[src/rtl/train_pkg.sv]
// Shared types and helpers for the train route sequencer.
package train_pkg;

    typedef enum logic [2:0] {
        ST_IDLE,
        ST_PRE,
        ST_JUNC,
        ST_POST,
        ST_END
    } train_state_e;

    localparam logic TRACK_MAIN   = 1'b0;
    localparam logic TRACK_SIDING = 1'b1;

    // Bits needed to index n distinct values (n >= 1).
    function automatic int clog2(input int n);
        int r;
        r = 0;
        while ((1 << r) < n) r++;
        return r;
    endfunction

endpackage

[src/rtl/train_route_seq_if.sv]
// Request/status bundle between the debouncer side and the motor/LED side of the sequencer.
interface train_route_seq_if #(
    parameter int STEP_W = 4
);
    logic              adv;
    logic              route;
    logic [STEP_W-1:0] pos;
    logic              track;
    logic              depart;
    logic              at_junc;
    logic              at_end;
    logic              busy;
    logic              fault;

    modport master (
        output adv, route,
        input  pos, track, depart, at_junc, at_end, busy, fault
    );

    modport slave (
        input  adv, route,
        output pos, track, depart, at_junc, at_end, busy, fault
    );
endinterface

[src/rtl/train_wdog.sv]
// Stall watchdog: counts consecutive stalled cycles and fires a one-cycle trip at WDOG_CYC.
import train_pkg::*;

module train_wdog #(
    parameter int WDOG_CYC = 255
) (
    input  logic clk,
    input  logic rst_n,
    input  logic stall,
    output logic trip,
    output logic fault
);
    localparam int              CNT_W = clog2(WDOG_CYC + 1);
    localparam logic [CNT_W-1:0] LIMIT = CNT_W'(WDOG_CYC - 1);

    logic [CNT_W-1:0] cnt_q;

    // Trip on the stalled cycle that would bring the count to WDOG_CYC.
    assign trip = stall && (cnt_q == LIMIT);

    always_ff @(posedge clk or negedge rst_n) begin
        if (!rst_n) begin
            cnt_q <= '0;
            fault <= 1'b0;
        end else begin
            fault <= trip;
            if (!stall || trip) cnt_q <= '0;
            else                cnt_q <= cnt_q + CNT_W'(1);
        end
    end
endmodule

[src/rtl/train_route_seq.sv]
// Track-sequence controller: depart -> junction (route latch) -> main/siding end stop -> idle.
// Optional stall watchdog enabled with `define TRAIN_SEQ_WDOG_EN.
import train_pkg::*;

module train_route_seq #(
    parameter int PRE_STEPS  = 6,
    parameter int POST_STEPS = 4,
    parameter int STEP_W     = 4,
    parameter int WDOG_CYC   = 255
) (
    input logic               clk,
    input logic               rst_n,
    train_route_seq_if.slave  bus
);
    localparam logic [STEP_W-1:0] JUNC_POS = STEP_W'(PRE_STEPS);
    localparam logic [STEP_W-1:0] END_POS  = STEP_W'(PRE_STEPS + POST_STEPS);

    if (clog2(PRE_STEPS + POST_STEPS + 1) > STEP_W) begin : g_bad_step_w
        $error("STEP_W too small for PRE_STEPS+POST_STEPS");
    end
    if (PRE_STEPS < 1 || POST_STEPS < 1) begin : g_bad_steps
        $error("PRE_STEPS and POST_STEPS must be >= 1");
    end
    if (WDOG_CYC < 1) begin : g_bad_wdog
        $error("WDOG_CYC must be >= 1");
    end

    train_state_e      state_q, state_d;
    logic [STEP_W-1:0] pos_q, pos_d;
    logic              track_q, track_d;
    logic              depart_q, depart_d;
    logic              wdog_trip;

    always_ff @(posedge clk or negedge rst_n) begin
        if (!rst_n) begin
            state_q  <= ST_IDLE;
            pos_q    <= '0;
            track_q  <= TRACK_MAIN;
            depart_q <= 1'b0;
        end else begin
            state_q  <= state_d;
            pos_q    <= pos_d;
            track_q  <= track_d;
            depart_q <= depart_d;
        end
    end

    always_comb begin
        state_d  = state_q;
        pos_d    = pos_q;
        track_d  = track_q;
        depart_d = 1'b0;
        case (state_q)
            ST_IDLE: begin
                if (bus.adv) begin
                    pos_d    = STEP_W'(1);
                    depart_d = 1'b1;
                    state_d  = (PRE_STEPS == 1) ? ST_JUNC : ST_PRE;
                end
            end
            ST_PRE: begin
                if (bus.adv) begin
                    pos_d = pos_q + STEP_W'(1);
                    if (pos_d == JUNC_POS) state_d = ST_JUNC;
                end
            end
            ST_JUNC: begin
                // Route is only sampled while parked; the departing edge keeps the held track.
                if (bus.adv) begin
                    pos_d   = pos_q + STEP_W'(1);
                    state_d = (POST_STEPS == 1) ? ST_END : ST_POST;
                end else begin
                    track_d = bus.route;
                end
            end
            ST_POST: begin
                if (bus.adv) begin
                    pos_d = pos_q + STEP_W'(1);
                    if (pos_d == END_POS) state_d = ST_END;
                end
            end
            ST_END: begin
                if (!bus.adv) begin
                    pos_d   = '0;
                    state_d = ST_IDLE;
                end
            end
            default: begin
                pos_d   = '0;
                state_d = ST_IDLE;
            end
        endcase
        if (wdog_trip) begin
            pos_d    = '0;
            state_d  = ST_IDLE;
            depart_d = 1'b0;
        end
    end

`ifdef TRAIN_SEQ_WDOG_EN
    logic stall;
    logic fault_q;

    // END is exempt: parking at the stop is legal.
    assign stall = !bus.adv &&
                   (state_q == ST_PRE || state_q == ST_JUNC || state_q == ST_POST);

    train_wdog #(
        .WDOG_CYC (WDOG_CYC)
    ) u_wdog (
        .clk   (clk),
        .rst_n (rst_n),
        .stall (stall),
        .trip  (wdog_trip),
        .fault (fault_q)
    );

    assign bus.fault = fault_q;
`else
    assign wdog_trip = 1'b0;
    assign bus.fault = 1'b0;
`endif

    assign bus.pos     = pos_q;
    assign bus.track   = track_q;
    assign bus.depart  = depart_q;
    assign bus.at_junc = (pos_q == JUNC_POS);
    assign bus.at_end  = (pos_q == END_POS);
    assign bus.busy    = (pos_q != '0);
endmodule

[src/flat_wrapper.sv]
// flat-port wrapper written by rule: the top's interface ports become plain ports
module train_route_seq_flat 
#(
    parameter int PRE_STEPS  = 6,
    parameter int POST_STEPS = 4,
    parameter int STEP_W     = 4,
    parameter int WDOG_CYC   = 255
)
  (clk, rst_n, bus_adv, bus_route, bus_pos, bus_track, bus_depart, bus_at_junc, bus_at_end, bus_busy, bus_fault);
  train_route_seq_if #(.STEP_W(STEP_W)) bus_i ();
  input logic clk;
  input logic rst_n;
  input wire logic [$bits(bus_i.adv)-1:0] bus_adv;
  input wire logic [$bits(bus_i.route)-1:0] bus_route;
  output wire logic [$bits(bus_i.pos)-1:0] bus_pos;
  output wire logic [$bits(bus_i.track)-1:0] bus_track;
  output wire logic [$bits(bus_i.depart)-1:0] bus_depart;
  output wire logic [$bits(bus_i.at_junc)-1:0] bus_at_junc;
  output wire logic [$bits(bus_i.at_end)-1:0] bus_at_end;
  output wire logic [$bits(bus_i.busy)-1:0] bus_busy;
  output wire logic [$bits(bus_i.fault)-1:0] bus_fault;
  assign bus_i.adv = bus_adv;
  assign bus_i.route = bus_route;
  assign bus_pos = bus_i.pos;
  assign bus_track = bus_i.track;
  assign bus_depart = bus_i.depart;
  assign bus_at_junc = bus_i.at_junc;
  assign bus_at_end = bus_i.at_end;
  assign bus_busy = bus_i.busy;
  assign bus_fault = bus_i.fault;
  train_route_seq #(.PRE_STEPS(PRE_STEPS), .POST_STEPS(POST_STEPS), .STEP_W(STEP_W), .WDOG_CYC(WDOG_CYC)) u_core (.clk(clk), .rst_n(rst_n), .bus(bus_i));
endmodule
[config.mk]
export PLATFORM = sky130hd
export DESIGN_NAME = train_route_seq_flat
export DESIGN_NICKNAME = d
export VERILOG_FILES = /design/src/rtl/train_pkg.sv /design/src/rtl/train_route_seq_if.sv /design/src/rtl/train_wdog.sv /design/src/rtl/train_route_seq.sv /design/src/flat_wrapper.sv
export SDC_FILE = /design/constraint.sdc
export NUM_CORES = 1
export LEC_CHECK = 0
export CORE_AREA = 8 8 45 47
export DETAILED_ROUTE_END_ITERATION = 16
export DIE_AREA = 0 0 53 55
export PLACE_DENSITY = 0.7
export SETUP_SLACK_MARGIN = 0.15
export SLEW_MARGIN = 10
export SYNTH_ARGS = -nofsm -noshare
export SYNTH_HDL_FRONTEND = slang
export SYNTH_SLANG_ARGS = --single-unit
export TNS_END_PERCENT = 30
[constraint.sdc]
create_clock -name clk -period 1.89 [get_ports clk]
set_input_delay 0.378 -clock clk [delete_from_list [all_inputs] [get_ports clk]]
set_output_delay 0.378 -clock clk [all_outputs]
set_load 0.01 [all_outputs]
# Word level (Yosys, flattened, before mapping)
# Index checks and enable logic that the tools add are counted.
[word_totals]
ff_bits = 9
inputBits = 4
out_inout_bits = 10
word_cells = 42
[op_classes]
addsub = 1
eq_ne = 16
n_mux = 14
n_bitwise = 1
reduce_logical = 6
[op_table]
columns = ["operator", "n"]
rows = [
  ["$mux 3", 7],
  ["$pmux 3 s5", 1],
  ["$mux 4", 3],
  ["$pmux 4 s3", 1],
  ["$ne 2x2->1 const B", 5],
  ["$eq 4x3->1 const B", 2],
  ["$eq 4x4->1 const B", 2],
  ["$reduce_and 7->1", 1],
  ["$eq 3x2->1 const B", 2],
  ["$ne 2x1->1 const B", 3],
  ["$add 4x1->4 const B", 1],
  ["$reduce_bool 4->1", 1],
  ["$eq 3x1->1 const B", 1],
  ["$eq 3x3->1 const B", 1],
  ["$logic_not 3->1", 1],
  ["$reduce_and 3->1", 1],
  ["$reduce_or 3->1", 1],
  ["$mux 1", 2],
  ["$reduce_and 2->1", 1],
  ["$not 1->1", 1],
]

# Logic depth before layout (Yosys ltp)
[logic_depth]
word_depth = 5
mapped_depth = 6
ltp_nobuf = 6

# Least setup slack after synthesis
# OpenSTA, ideal clock, no wires.
[synth_path]
path_kind = "flip-flop to output port"
start = "register u_core.pos_q[0], in the netlist u_core.bus.pos[0]"
end = "output bus_at_junc"
t_arrival_ns = 1.025
required_ns = 1.512
setup_slack_ns = 0.487
stages_incl_launch_ff = 4
n_path_buf = 0
path_cell_list = "dfrtp_1 inv_1 ha_1 and3b_2"
[synth_between]
elab_chain_cells = 1
[synth_rtl]
columns = ["element", "line_no", "rtl"]
rows = [
  ["start: declaration", "train_route_seq.sv:29", "logic [STEP_W-1:0] pos_q, pos_d;"],
  ["start signal: assignment", "train_route_seq.sv:42", "pos_q <= pos_d;"],
  ["$eq 4x3->1", "train_route_seq.sv:127", "assign bus.at_junc = (pos_q == JUNC_POS);"],
  ["end: declaration", "flat_wrapper.sv:18", "output wire logic [$bits(bus_i.at_junc)-1:0] bus_at_junc;"],
]
# No other way between the ends.

# Worst setup path after layout
[layout_path]
start = "register u_core.pos_q[3], in the netlist u_core.bus.pos[3]"
end = "output bus_pos[3]"
[layout_lines]
columns = ["element", "line_no", "rtl"]
rows = [
  ["end: declaration", "flat_wrapper.sv:15", "output wire logic [$bits(bus_i.pos)-1:0] bus_pos;"],
]
# No word-level cell between the ends.

==> summary.md <==
| Metric | Value |
|---|---|
| Post-synth EDFFs | `0` |
| Drt total wl | `1310 microns` |
| Startpoint Class | `flip-flop` |
| Vias/cell | `5.01` |
| Worst-path clk slew | `0.07 ns` |
| Final #Nets | `88` |
| Largest net degree at the start of global routing | `13` |
| Cells after Synth | `62` |
| Synth Flop Type | `dfrtp_1` |
| Vias in the first global route | `496` |
| Worst R2R End | `u_core.state_q[1]$_DFFE_PN0P_` |
| CP peak stage delay | `0.59 ns` |
| Setup Crit Path Kind | `reg -> out` |
| First-pass GRT wire length | `2170 microns` |
| Reg2Reg Depth | `6` |
| Initial antenna violation count | `0` |
| Crit. End Element | `output pin` |
| Power Dens Cells | `1470 nW/um^2` |
| Post-synthesis cell type count | `32` |
| Mean Syn Cell Area | `9.40 sq um` |
| Die area | `2920 sq um` |
| Yosys reg bits | `9` |
| CTS max path bufs | `2` |
| GR Overflow Total | `0` |
| Clock Sinks | `9` |
| Leakage | `0.348 nW` |
| Post-synthesis sequential area ratio | `38.6%` |
| Site Rows | `14` |
| Ys Warns | `0` |
| N_diodes | `0` |
| Ys async rst share | `100%` |
| Setup-failing EPs final | `0` |
| CP top delay family | `buffers and inverters` |
| Synthesized area | `583 sq um` |
| DP Area | `719 sq um` |
| CTS tree | `done` |
| Clk_skew | `0.00569 ns` |
| RSZ-0062 raised after global routing | `yes` |
| Worst EP required | `1.51 ns` |
| Num ports | `14` |
| WP data arrival | `1.34 ns` |
| Slew Viols, Final | `0` |
| Avg WL per Cell | `13.8 microns` |
| Via count | `476` |
| Worst path slowest cell | `clkdlybuf4s50_1` |
| Worst vdd ir | `0.706 mV` |
| Status | `complete, no violations` |
| Die Y | `55 microns` |
| Layout cells sized above 1 | `21.5%` |
| Reg-to-reg slack, setup | `0.32 ns` |
| Worst R2R Start | `u_core.bus.pos[1]$_DFFE_PN0P_` |
| CP bufs+invs | `1` |
| Mapped Nets | `70` |
| Crit path to | `bus_pos[3]` |
| Synthesis-to-finish area growth | `30.3%` |
| CTS Root Buffer Type | `clkbuf_4` |
| Port bufs | `12` |
| Core Region | `1380 sq um` |
| Max Clk Rate | `0.582 GHz` |
| Setup TNS Final | `0 ns` |
| Max_cap viols | `0` |
| First-iteration detailed-routing DRC count | `0` |
| Final hold violations | `0` |
| Hold crit path type | `in -> async` |
| Critical Path Start | `u_core.bus.pos[3]$_DFFE_PN0P_` |
| Final Critical Period | `1.72 ns` |
| Final HPWL DP | `964 microns` |
| Finished Cell Area | `759 sq um` |
| CTS buffer count | `3` |
| H-tree Lvls | `1` |
| Post-CTS Hold Fix Bufs | `0` |
| Crit Path Max Fanout | `6` |
| Routability cong. | `0.753` |
| Die W | `53 microns` |
| DRT Pass-1 Iters | `1` |
| Worst skew pair latency | `0.27 ns` |
| DRC | `0` |
| Initial Util | `42.1%` |
| GRT Total Usage | `10.5%` |
| Crit-path cells | `clkdlybuf4s50_1` |
| DRT antenna net count | `0` |
| Critical Path Stages | `1` |
| Final period util | `90.9%` |
-- timing repair --
item,4_1_cts,5_1_grt
gates resized for setup,4,4
setup endpoints to repair,3,4
gates cloned,0,0
buffers inserted,2,0
-- per-layer routing --
metal	wire length (microns)	track usage (%)
met5	0	0
met4	19	6.03
met3	78	5.88
met2	669	17.6
met1	541	10.1
-- flip-flops by register name (all words and copies together), names as in the netlist --
signal and cells:
u_core.bus.pos 4, u_core.state_q 3, u_core.bus.depart 1, u_core.bus.track 1
-- worst register-to-register path, stage by stage (launching register included) --
cell and delay, ns:
dfrtp_2 0.43, buf_4 0.15, ha_1 0.21, xor2_1 0.26
nor2b_1 0.21, o21ai_0 0.09, a21oi_1 0.13
-- cells by family (layout without fill, tap and decap cells) --
group	count (synthesis)	after routing	synth area share [%]
AOI/OAI and AO/OA	12	12	13.3
xor gates and xnor gates	3	3	5.80
adders and majority gates	4	4	8.58
buffers and inverters	7	24	6.44
DFF	9	9	38.6
muxes	1	1	1.93
other	1	1	0.643
and+or+nand+nor	25	25	24.7
-- layout make-up --
class / instances / area (sq um)
sequential: 9 / 226
inverter: 3 / 11.3
timing repair buffer: 17 / 151
tap: 16 / 20.0
fill: 119 / 624
multi-input combinational: 46 / 323
clock inverter: 1 / 5.00
clock buffer: 3 / 22.5
-- Yosys cell counts, types with 2 or more instances --
cell	instances	area, sq um
nand2_1	6	22.5
o21ai_0	5	25.0
nand2b_1	2	12.5
nor2_1	5	18.8
nand3_1	2	10.0
ha_1	4	50.1
clkbuf_1	2	7.51
dfrtp_1	9	225
nor3_1	2	10.0
inv_1	3	11.3
-- how the worst min path moves through the flow --
stage          slack, ns                             to  depth (start not counted)
2_1_floorplan       0.08    u_core.bus.depart$_DFF_PN0_                          0
3_3_place_gp        0.49   u_core.bus.track$_DFFE_PN0P_                          1
3_5_place_dp        0.50   u_core.bus.track$_DFFE_PN0P_                          1
4_1_cts             0.42  u_core.bus.pos[3]$_DFFE_PN0P_                          1
5_1_grt             0.44  u_core.state_q[2]$_DFFE_PN0P_                          1
6_report            0.42  u_core.bus.pos[3]$_DFFE_PN0P_                          1
-- power by group --
part,internal (W),leakage (nW),switching (W)
Clock,0.0000784,0.0177,0.0000763
Sequential,0.000265,0.107,0.0000811
Combinational,0.000317,0.224,0.000300
Total,0.000660,0.348,0.000457
-- per-stage QoR --
stage	total power [W]	setup WS, ns	utilization (%)	std cells	hold slack [ns]
final	0.00112	0.173	54.9	95	0.421
after global placement	0.000932	0.192	52.0	89	0.490
after detailed placement	0.000946	0.106	52.0	89	0.498
after CTS	0.00112	0.106	54.9	95	0.416
after global routing	0.00121	0.0707	54.9	95	0.442
after floorplan	0.000707	0.487	-	62	0.0824
-- cell usage in the layout, fill, tap and decap left out, types with 2 or more instances in the layout --
cell type        count
nor2_1               5
o21ai_0              5
nor3_1               2
nand2_1              6
nand3_1              2
dfrtp_1              8
nand2b_1             2
ha_1                 3
clkbuf_4             3
inv_1                3
clkdlybuf4s50_1      9
buf_4                5
No activity file was read; power rests on OpenSTA's default activity.
